[src/rtl/ps2_pkg.sv]
// Shared definitions for the PS/2 key decoder: scan-code prefixes,
// prefix-FSM state encodings, queue entry width and a parity helper.
package ps2_pkg;

   localparam logic [7:0] PS2_EXT = 8'hE0;
   localparam logic [7:0] PS2_BRK = 8'hF0;

   // Queue entry layout: {ext, brk, code[7:0]}
   localparam int EVT_W = 10;

   typedef enum logic [1:0] {
      ST_IDLE    = 2'd0,
      ST_EXT     = 2'd1,
      ST_BRK     = 2'd2,
      ST_EXT_BRK = 2'd3
   } prefix_state_t;

   // PS/2 uses odd parity: the data bits plus the parity bit hold an odd number of ones.
   function automatic logic odd_parity_ok(input logic [7:0] data, input logic par);
      return ^{data, par};
   endfunction

endpackage

[src/rtl/sync_fifo.sv]
// Synchronous first-word-fall-through FIFO. A push and a pop in the same
// cycle both take effect even when full; pushes to a full FIFO without a
// pop and pops from an empty FIFO are ignored.
module sync_fifo #(
   parameter int WIDTH = 10,
   parameter int DEPTH = 8
) (
   input  logic             clk,
   input  logic             clr_n,
   input  logic             wr_en,
   input  logic [WIDTH-1:0] wr_data,
   input  logic             rd_en,
   output logic [WIDTH-1:0] rd_data,
   output logic             empty,
   output logic             full
);

   localparam int AW = $clog2(DEPTH);

   logic [WIDTH-1:0] mem_r [DEPTH];
   logic [AW:0]      wr_ptr_r;
   logic [AW:0]      rd_ptr_r;
   logic             empty_s;
   logic             full_s;
   logic             rd_ok_s;
   logic             wr_ok_s;

   assign empty_s = (wr_ptr_r == rd_ptr_r);
   assign full_s  = (wr_ptr_r[AW] != rd_ptr_r[AW]) &&
                    (wr_ptr_r[AW-1:0] == rd_ptr_r[AW-1:0]);
   assign rd_ok_s = rd_en && !empty_s;
   assign wr_ok_s = wr_en && (!full_s || rd_ok_s);

   assign rd_data = mem_r[rd_ptr_r[AW-1:0]];
   assign empty   = empty_s;
   assign full    = full_s;

   // Storage and pointer update; a write into the slot being popped is safe
   // because the read side consumes the old value in the same cycle.
   always_ff @(posedge clk or negedge clr_n) begin
      if (!clr_n) begin
         wr_ptr_r <= '0;
         rd_ptr_r <= '0;
         for (int i = 0; i < DEPTH; i++) begin
            mem_r[i] <= '0;
         end
      end else begin
         if (wr_ok_s) begin
            mem_r[wr_ptr_r[AW-1:0]] <= wr_data;
            wr_ptr_r                <= wr_ptr_r + {{AW{1'b0}}, 1'b1};
         end
         if (rd_ok_s) begin
            rd_ptr_r <= rd_ptr_r + {{AW{1'b0}}, 1'b1};
         end
      end
   end

endmodule

[src/rtl/ps2_key_decoder.sv]
// PS/2 keyboard decoder: synchronises the raw PS/2 lines, frames bytes,
// folds E0/F0 prefixes into events, queues them, and tracks key presses.
module ps2_key_decoder
   import ps2_pkg::*;
#(
   parameter int FIFO_DEPTH  = 8,
   parameter int CNT_W       = 8,
   parameter int TIMEOUT_CYC = 50000
) (
   input  logic             i_clk,
   input  logic             i_clr_n,
   input  logic             i_ps2_clk,
   input  logic             i_ps2_data,
   input  logic             i_pop,
   output logic             o_valid,
   output logic [7:0]       o_code,
   output logic             o_ext,
   output logic             o_break,
   output logic             o_overflow,
   output logic             o_frame_err,
   output logic [CNT_W-1:0] o_key_count,
   output logic             o_key_held
);

   localparam int TO_W = $clog2(TIMEOUT_CYC + 1);

   // Synchroniser and edge detection
   logic [1:0]       clk_sync_r;
   logic [1:0]       data_sync_r;
   logic [2:0]       clk_hist_r;
   logic             fall_s;

   // Framer
   logic [3:0]       bit_idx_r;
   logic [9:0]       shift_r;
   logic [TO_W-1:0]  to_cnt_r;
   logic             frame_ok_s;
   logic             byte_vld_r;
   logic [7:0]       byte_r;
   logic             frame_err_r;

   // Prefix FSM and event generation
   prefix_state_t    state_r;
   logic             push_s;
   logic             push_ext_s;
   logic             push_brk_s;

   // Queue side
   logic [EVT_W-1:0] head_s;
   logic             fifo_empty_s;
   logic             fifo_full_s;
   logic             pop_ok_s;
   logic             overflow_r;

   // Key tracking
   logic [CNT_W-1:0] key_count_r;
   logic             key_held_r;
   logic [8:0]       rec_key_r;

   assign fall_s     = (clk_hist_r == 3'b110);
   assign frame_ok_s = (shift_r[0] == 1'b0) && (data_sync_r[1] == 1'b1) &&
                       odd_parity_ok(shift_r[8:1], shift_r[9]);

   // Two-flop synchronisers plus a short history of the synchronised clock.
   always_ff @(posedge i_clk or negedge i_clr_n) begin
      if (!i_clr_n) begin
         clk_sync_r  <= 2'b00;
         data_sync_r <= 2'b00;
         clk_hist_r  <= 3'b000;
      end else begin
         clk_sync_r  <= {clk_sync_r[0], i_ps2_clk};
         data_sync_r <= {data_sync_r[0], i_ps2_data};
         clk_hist_r  <= {clk_hist_r[1:0], clk_sync_r[1]};
      end
   end

   // Frame assembly: shift start/data/parity, judge the frame on the stop bit,
   // and abandon a partial frame if the PS/2 clock goes quiet too long.
   always_ff @(posedge i_clk or negedge i_clr_n) begin
      if (!i_clr_n) begin
         bit_idx_r   <= 4'd0;
         shift_r     <= 10'd0;
         to_cnt_r    <= '0;
         byte_vld_r  <= 1'b0;
         byte_r      <= 8'd0;
         frame_err_r <= 1'b0;
      end else begin
         byte_vld_r  <= 1'b0;
         frame_err_r <= 1'b0;
         if (fall_s) begin
            to_cnt_r <= '0;
            if (bit_idx_r == 4'd10) begin
               bit_idx_r <= 4'd0;
               if (frame_ok_s) begin
                  byte_vld_r <= 1'b1;
                  byte_r     <= shift_r[8:1];
               end else begin
                  frame_err_r <= 1'b1;
               end
            end else begin
               shift_r   <= {data_sync_r[1], shift_r[9:1]};
               bit_idx_r <= bit_idx_r + 4'd1;
            end
         end else if (bit_idx_r != 4'd0) begin
            if (to_cnt_r == TO_W'(TIMEOUT_CYC - 1)) begin
               bit_idx_r <= 4'd0;
               to_cnt_r  <= '0;
            end else begin
               to_cnt_r <= to_cnt_r + {{(TO_W-1){1'b0}}, 1'b1};
            end
         end else begin
            to_cnt_r <= '0;
         end
      end
   end

   // Turn a non-prefix byte into an event flavoured by the pending prefixes.
   always_comb begin
      push_s     = 1'b0;
      push_ext_s = 1'b0;
      push_brk_s = 1'b0;
      if (byte_vld_r && (byte_r != PS2_EXT) && (byte_r != PS2_BRK)) begin
         push_s = 1'b1;
         case (state_r)
            ST_IDLE:    begin push_ext_s = 1'b0; push_brk_s = 1'b0; end
            ST_EXT:     begin push_ext_s = 1'b1; push_brk_s = 1'b0; end
            ST_BRK:     begin push_ext_s = 1'b0; push_brk_s = 1'b1; end
            ST_EXT_BRK: begin push_ext_s = 1'b1; push_brk_s = 1'b1; end
            default:    begin push_ext_s = 1'b0; push_brk_s = 1'b0; end
         endcase
      end else begin
         push_s = 1'b0;
      end
   end

   // Prefix FSM: E0 always restarts an extended sequence, F0 marks a release.
   always_ff @(posedge i_clk or negedge i_clr_n) begin
      if (!i_clr_n) begin
         state_r <= ST_IDLE;
      end else if (byte_vld_r) begin
         if (byte_r == PS2_EXT) begin
            state_r <= ST_EXT;
         end else if (byte_r == PS2_BRK) begin
            case (state_r)
               ST_IDLE:    state_r <= ST_BRK;
               ST_EXT:     state_r <= ST_EXT_BRK;
               ST_BRK:     state_r <= ST_BRK;
               ST_EXT_BRK: state_r <= ST_EXT_BRK;
               default:    state_r <= ST_IDLE;
            endcase
         end else begin
            state_r <= ST_IDLE;
         end
      end
   end

   assign pop_ok_s = i_pop && !fifo_empty_s;

   sync_fifo #(
      .WIDTH (EVT_W),
      .DEPTH (FIFO_DEPTH)
   ) u_fifo (
      .clk     (i_clk),
      .clr_n   (i_clr_n),
      .wr_en   (push_s),
      .wr_data ({push_ext_s, push_brk_s, byte_r}),
      .rd_en   (pop_ok_s),
      .rd_data (head_s),
      .empty   (fifo_empty_s),
      .full    (fifo_full_s)
   );

   // Sticky overflow: set by a dropped push, cleared by the next real pop.
   always_ff @(posedge i_clk or negedge i_clr_n) begin
      if (!i_clr_n) begin
         overflow_r <= 1'b0;
      end else if (push_s && fifo_full_s && !pop_ok_s) begin
         overflow_r <= 1'b1;
      end else if (pop_ok_s) begin
         overflow_r <= 1'b0;
      end
   end

   // Key-press tracking; typematic repeats of the held key are not counted.
   // Runs on every generated event, whether or not the queue accepted it.
   always_ff @(posedge i_clk or negedge i_clr_n) begin
      if (!i_clr_n) begin
         key_count_r <= '0;
         key_held_r  <= 1'b0;
         rec_key_r   <= 9'd0;
      end else if (push_s && !push_brk_s) begin
         if (!key_held_r || (rec_key_r != {push_ext_s, byte_r})) begin
            key_count_r <= key_count_r + {{(CNT_W-1){1'b0}}, 1'b1};
            rec_key_r   <= {push_ext_s, byte_r};
            key_held_r  <= 1'b1;
         end
      end else if (push_s && push_brk_s) begin
         if (key_held_r && (rec_key_r == {push_ext_s, byte_r})) begin
            key_held_r <= 1'b0;
         end
      end
   end

   assign o_valid     = !fifo_empty_s;
   assign o_code      = fifo_empty_s ? 8'h00 : head_s[7:0];
   assign o_ext       = fifo_empty_s ? 1'b0  : head_s[9];
   assign o_break     = fifo_empty_s ? 1'b0  : head_s[8];
   assign o_overflow  = overflow_r;
   assign o_frame_err = frame_err_r;
   assign o_key_count = key_count_r;
   assign o_key_held  = key_held_r;

endmodule
[config.mk]
export PLATFORM = sky130hd
export DESIGN_NAME = ps2_key_decoder
export DESIGN_NICKNAME = d
export VERILOG_FILES = /design/src/rtl/ps2_pkg.sv /design/src/rtl/sync_fifo.sv /design/src/rtl/ps2_key_decoder.sv
export SDC_FILE = /design/constraint.sdc
export NUM_CORES = 1
export LEC_CHECK = 0
export ABC_AREA = 1
export BUFFER_PORTS_ARGS = -buffer_cell sky130_fd_sc_hd__buf_4
export CAP_MARGIN = 0
export CORE_MARGIN = 5
export CORE_UTILIZATION = 60
export DETAILED_ROUTE_END_ITERATION = 10
export GPL_TIMING_DRIVEN = 1
export MAX_ROUTING_LAYER = met4
export PLACE_DENSITY = 0.87
export SKIP_LAST_GASP = 1
export SLEW_MARGIN = 20
export SYNTH_ARGS = -nofsm -noshare
export SYNTH_HDL_FRONTEND = slang
export SYNTH_SLANG_ARGS = --single-unit
[constraint.sdc]
create_clock -name i_clk -period 2.7 [get_ports i_clk]
set_input_delay 0.54 -clock i_clk [delete_from_list [all_inputs] [get_ports i_clk]]
set_output_delay 0.54 -clock i_clk [all_outputs]
set_load 0.02 [all_outputs]
# Word level (Yosys, flattened, before mapping)
# Cells that the tools add are included.
# Widths: inputs -> output; s select.
# op_classes
eq_ne	16
n_mux	36
addsub	5
order_cmp	3
n_reduce_logical	38
shifts	0
bitwise	4
n_div	0
n_mul	0
# op_table
cell	count
$bwmux 80	1
$mux 16	3
$bmux 10 s3	1
$demux 10 s3	1
$mux 10	3
$mux 1	17
$add 16x1->16 const B	1
$eq 16x16->1 const B	1
$eq 8x8->1 const B	2
$mux 4	4
$ne 8x8->1 const B	2
$logic_and 1x1->1	14
$add 4x1->4 const B	3
$reduce_bool 2->1	5
$eq 9x9->1	1
$ne 9x9->1	1
$reduce_xor 9->1	1
$add 8x1->8 const B	1
$ge 4x4->1 const B	2
$mux 8	1
$not 3->4	2
$reduce_or 2->1	4
$reduce_and 2->1	3
$reduce_and 3->1	2
other kinds (17)	26
# totals
input_bits	5
elab_cells	126
reg_bits	156
output_inout_bits	22
latch_bits	0
ramBits	0
rom_bits	0
mem_count	0

# Logic depth before layout (Yosys ltp)
# logic_depth
word_depth	9
ltp_mapped	14
depth_no_buf	13

# By module
# A second synthesis with hierarchy kept.
# hier_totals
hier_cells	970
area_unflattened_um2	7872.6
# modules_own_cells
mod	area_per_inst_um2	n_inst	seq_area_each_um2	cells_each
sync_fifo	4588.2	1	2202.1	578
ps2_key_decoder	3284.4	1	1701.6	392

# Worst setup path before layout
# OpenSTA, ideal clock, no wires.
# synth_path
path_kind	register -> output
start	register u_fifo.rd_ptr_r[1]
end	output o_code[3]
path_slack_ns	0.494
stages_incl_launch_ff	8
arrival_time_ns	1.666
n_path_buf	2
cell_sequence	dfrtp_1 buf_2 xor2_1 nor2_1 nand3_1 clkbuf_1 o21ai_0 nor2_1
# synth_between
elab_chain_len	5
elab_cells_between_ends	6
cone_classes	1 x eq/ne; 4 x mux; 1 x bitwise
# synth_rtl
item	line_no	source
from (decl)	sync_fifo.sv:22	logic [AW:0] rd_ptr_r;
from (signal assigned)	sync_fifo.sv:53	rd_ptr_r <= rd_ptr_r + {{AW{1'b0}}, 1'b1};
$not 3->4 (not written as such)	sync_fifo.sv:34	assign rd_data = mem_r[rd_ptr_r[AW-1:0]];
$bmux 10 s3	sync_fifo.sv:34	
$mux 10 (not written as such) (2 in a row)	sync_fifo.sv:34	
$mux 8 *	ps2_key_decoder.sv:205	assign o_code = fifo_empty_s ? 8'h00 : head_s[7:0];
to (decl)	ps2_key_decoder.sv:16	output logic [7:0] o_code,
# Mark *: on every way between the ends. The rest lies on a longest branch, timed or not. The select of a mux whose other input is x is not followed.

# Worst setup path after layout
# layout_path
start	register u_fifo.rd_ptr_r[0]
end	output o_code[7]
# The elaborated chain is that of the path after synthesis.

==> impl_metrics.py <==
metrics = {
    "die": {
        "die_w_um": 119.8,
        "die_y_um": 119.8,
        "core.rowCount": 40,
        "dieArea_mm2": 0.01435,
        "start_util_pct": 60.74,
        "ioPinCount": 27,
        "design.core.area_mm2": 0.01191,
    },
    "global_route": {
        "grt_pass1_vias": 5473,
        "grt_max_degree": 60,
        "grt_usage_pct": 23.38,
        "grt_pass1_wl_um": 26010,
        "grt_overflow": 0,
        "antenna_found_initial": 0,
    },
    "drt": {
        "vias": 5756,
        "wl_per_cell_um": 15.22,
        "viasPerCell": 5.693,
        "wirelength_um": 15390,
        "antenna_left": 0,
        "drc": 0,
        "firstDrtPassIters": 6,
        "drt_iter0_drc": 585,
    },
    "cells_and_area": {
        "final_nets": 865,
        "final_area_mm2": 0.008070,
        "fillers": 925,
        "diodes": 0,
        "drive_gt1_share_pct": 10.76,
        "area_growth_pct": 11.55,
        "final_core_util_pct": 67.75,
    },
    "logic_synthesis": {
        "syn_inst": 833,
        "ys_seq_area_share_pct": 53.96,
        "ys_warn_count": 0,
        "synth_seq_cells": 156,
        "avgSynthCellArea_um2": 8.685,
        "synth_cell_types": 35,
        "synthesis.area_mm2": 0.007234,
        "syn_nets": 846,
    },
    "timing": {
        "fin_crit_sh_pct": 96.21,
        "fmax_mhz": 385.0,
        "setup_viol": 0,
        "fin_hold_ws_ns": 0.07901,
        "relSlewSlack_pct": 64.37,
        "clock_skew_ns": 0.006360,
        "worstMarginPinSlew_ns": 0.5345,
        "rsz0062_at_grt": "no",
        "timing.setup.tns_ns": 0,
        "finalHoldViolCount": 0,
        "timing.final.ws_setup_ns": 0.1023,
        "drv_slew": 0,
        "min_period_ns": 2.598,
    },
    "clocking": {
        "postCtsSetupRepairBufs": 0,
        "cts_tree": "built",
        "numClockSinks": 156,
        "htreeDepth": 4,
        "clk_latency_ns": 0.42,
        "numCtsBuffers": 17,
        "path_clk_slew_ns": 0.06,
        "clk_path_buf_depth": 2,
        "post_cts_resized": 0,
        "cts_root_buf": "clkbuf_16",
        "cts-hold-fix-buffers": 0,
    },
    "status": {
        "status": "complete, no violations",
    },
    "hold_path": {
        "min_path_type": "in -> async",
    },
    "critical_path": {
        "max_stage_delay_ns": 0.39,
        "cp_slowest_cell": "dfrtp_1",
        "critical_path_required_ns": 2.16,
        "cp_common_cell": "nor2_1",
        "cp.arrival_ns": 2.06,
        "end_kind": "output port",
        "crit_fanout": 38,
        "cpLargestDelayFamily": "buffers and inverters",
        "crit_chain": "inv_1 -> buf_12 -> nor2_1 -> o32ai_1 -> nor2_1 -> nor2_1 -> buf_4",
        "crit_type": "reg -> out",
        "path_buf_inv": 3,
        "startpoint_type": "flip-flop",
    },
    "placement": {
        "place_area_mm2": 0.007512,
        "dp_hpwl_um": 10150,
        "numPortBuffers": 26,
        "place_congestion": 0.8447,
        "dp_slack_ns": 0.3368,
    },
    "flow_run": {
        "maxCapViolCount": 0,
    },
    "power": {
        "ir_worst_vdd_uv": 803.4,
        "p_per_area_mw_per_mm2": 852.7,
        "leakagePower_nw": 3.720,
    },
}
logic make-up after synthesis:
family,after synthesis,share of synthesized area [%]
adder cells (fa/ha/maj),8,1.384
AO/OA/AOI/OAI,171,13.09
flip-flops,156,53.96
AND/OR/NAND/NOR,381,22.52
buffers and inverters,91,5.898
XOR/XNOR,26,3.148
worst reg2reg max path, stage by stage, from the launching register on:
cell and delay (ns):
dfrtp_1 0.42, inv_1 0.16, nor3_1 0.17, nand4_1 0.13
nand2_2 0.12, inv_2 0.05, nand2_1 0.22, nand2_1 0.11
nand3_1 0.10, ha_1 0.23, nand4_1 0.16, nor2_1 0.18
nand3_1 0.11, xnor2_1 0.13
placed cells by master (no fill, tap or decap), types with 16 or more instances in the layout:
| cell | instances |
|---|---|
| o21ai_1 | 16 |
| o21ai_0 | 119 |
| o32ai_1 | 20 |
| clkbuf_16 | 17 |
| nor2_1 | 123 |
| buf_4 | 37 |
| dfrtp_1 | 156 |
| nand3_1 | 18 |
| inv_1 | 48 |
| nand2_1 | 186 |
worst paths after layout:
| kind | depth (start not counted) | end | from | slack [ns] |
|---|---|---|---|---|
| max | 7 | o_code[7] | u_fifo.rd_ptr_r[0] | 0.10 |
| min | 1 | u_fifo.mem_r[64] | i_clr_n | 0.08 |
| max reg2reg | 13 | o_key_count[7] | byte_r[7] | 0.31 |
| min reg2reg | 0 | clk_hist_r[0] | clk_sync_r[1] | 0.35 |
| max in group asynchronous | 2 | shift_r[8] | i_clr_n | 1.91 |
| min in group i_clk | 1 | data_sync_r[0] | i_ps2_data | 0.22 |
area by class of cell:
| type | count | area (µm²) | share of cell area [%] |
|---|---|---|---|
| well taps | 147 | 183.9 | 2.279 |
| repair buffers | 40 | 329.1 | 4.078 |
| flip-flops and latches | 156 | 3904 | 48.37 |
| clock buffers | 20 | 456.7 | 5.659 |
| inverters | 51 | 191.4 | 2.372 |
| clock inverters | 11 | 96.34 | 1.194 |
| multi-input cells | 586 | 2909 | 36.05 |
state kept, by name, summed over array words and instances (netlist names), 3 cells and up:
signal / count
rec_key_r: 9
u_fifo.rd_ptr_r: 4
byte_r: 8
shift_r: 10
u_fifo.wr_ptr_r: 4
u_fifo.mem_r: 80
bit_idx_r: 4
o_key_count: 8
clk_hist_r: 3
to_cnt_r: 16
layer usage:
metal	vias to the layer above	global-route usage, %	wire, µm
met2	178	36.19	7290
met3	40	5.938	774
met4	0	10.45	468
li1	2779	-	-
met5	-	-	0
met1	2759	29.35	6853
synth_stat cells:
| library cell | count | area, µm² |
|---|---|---|
| a211oi_1 | 1 | 7.510 |
| a21oi_1 | 8 | 40.04 |
| a31oi_1 | 1 | 6.260 |
| and3_1 | 1 | 6.260 |
| buf_1 | 2 | 7.510 |
| buf_2 | 8 | 40.04 |
| buf_4 | 6 | 45.04 |
| buf_6 | 7 | 78.83 |
| clkbuf_1 | 17 | 63.81 |
| clkinv_1 | 1 | 3.750 |
| dfrtp_1 | 156 | 3904 |
| ha_1 | 8 | 100.1 |
| inv_1 | 48 | 180.2 |
| inv_2 | 2 | 7.510 |
| nand2_1 | 186 | 698.2 |
| nand2_2 | 2 | 12.51 |
| nand2_4 | 2 | 22.52 |
| nand3_1 | 19 | 95.09 |
| nand3_2 | 9 | 90.09 |
| nand3b_1 | 1 | 7.510 |
| nand4_1 | 15 | 93.84 |
| nor2_1 | 123 | 461.7 |
| nor2_2 | 4 | 25.02 |
| nor3_1 | 9 | 45.04 |
| nor3b_1 | 7 | 52.55 |
| o2111ai_1 | 1 | 8.760 |
| o21ai_0 | 119 | 595.6 |
| o21ai_1 | 16 | 80.08 |
| o21bai_1 | 1 | 7.510 |
| o22ai_1 | 3 | 18.77 |
| o31ai_1 | 1 | 7.510 |
| o32ai_1 | 20 | 175.2 |
| or2_2 | 3 | 18.77 |
| xnor2_1 | 14 | 122.6 |
| xor2_1 | 12 | 105.1 |
where the power goes:
group | switching, W | internal [W] | leakage (nW)
combinational | 0.00131 | 0.000760 | 1.33
clock | 0.000934 | 0.00130 | 0.260
sequential | 0.000110 | 0.00246 | 2.13
per-stage QoR:
| stage | power, W | std cells |
|---|---|---|
| global route | 0.007280 | 1011 |
| global placement | 0.004601 | 980 |
| detailed placement | 0.004664 | 980 |
| finish | 0.006881 | 1011 |
| floorplan | 0.004028 | 833 |
| CTS | 0.006889 | 1011 |
Power figures use the tool's default switching activity.
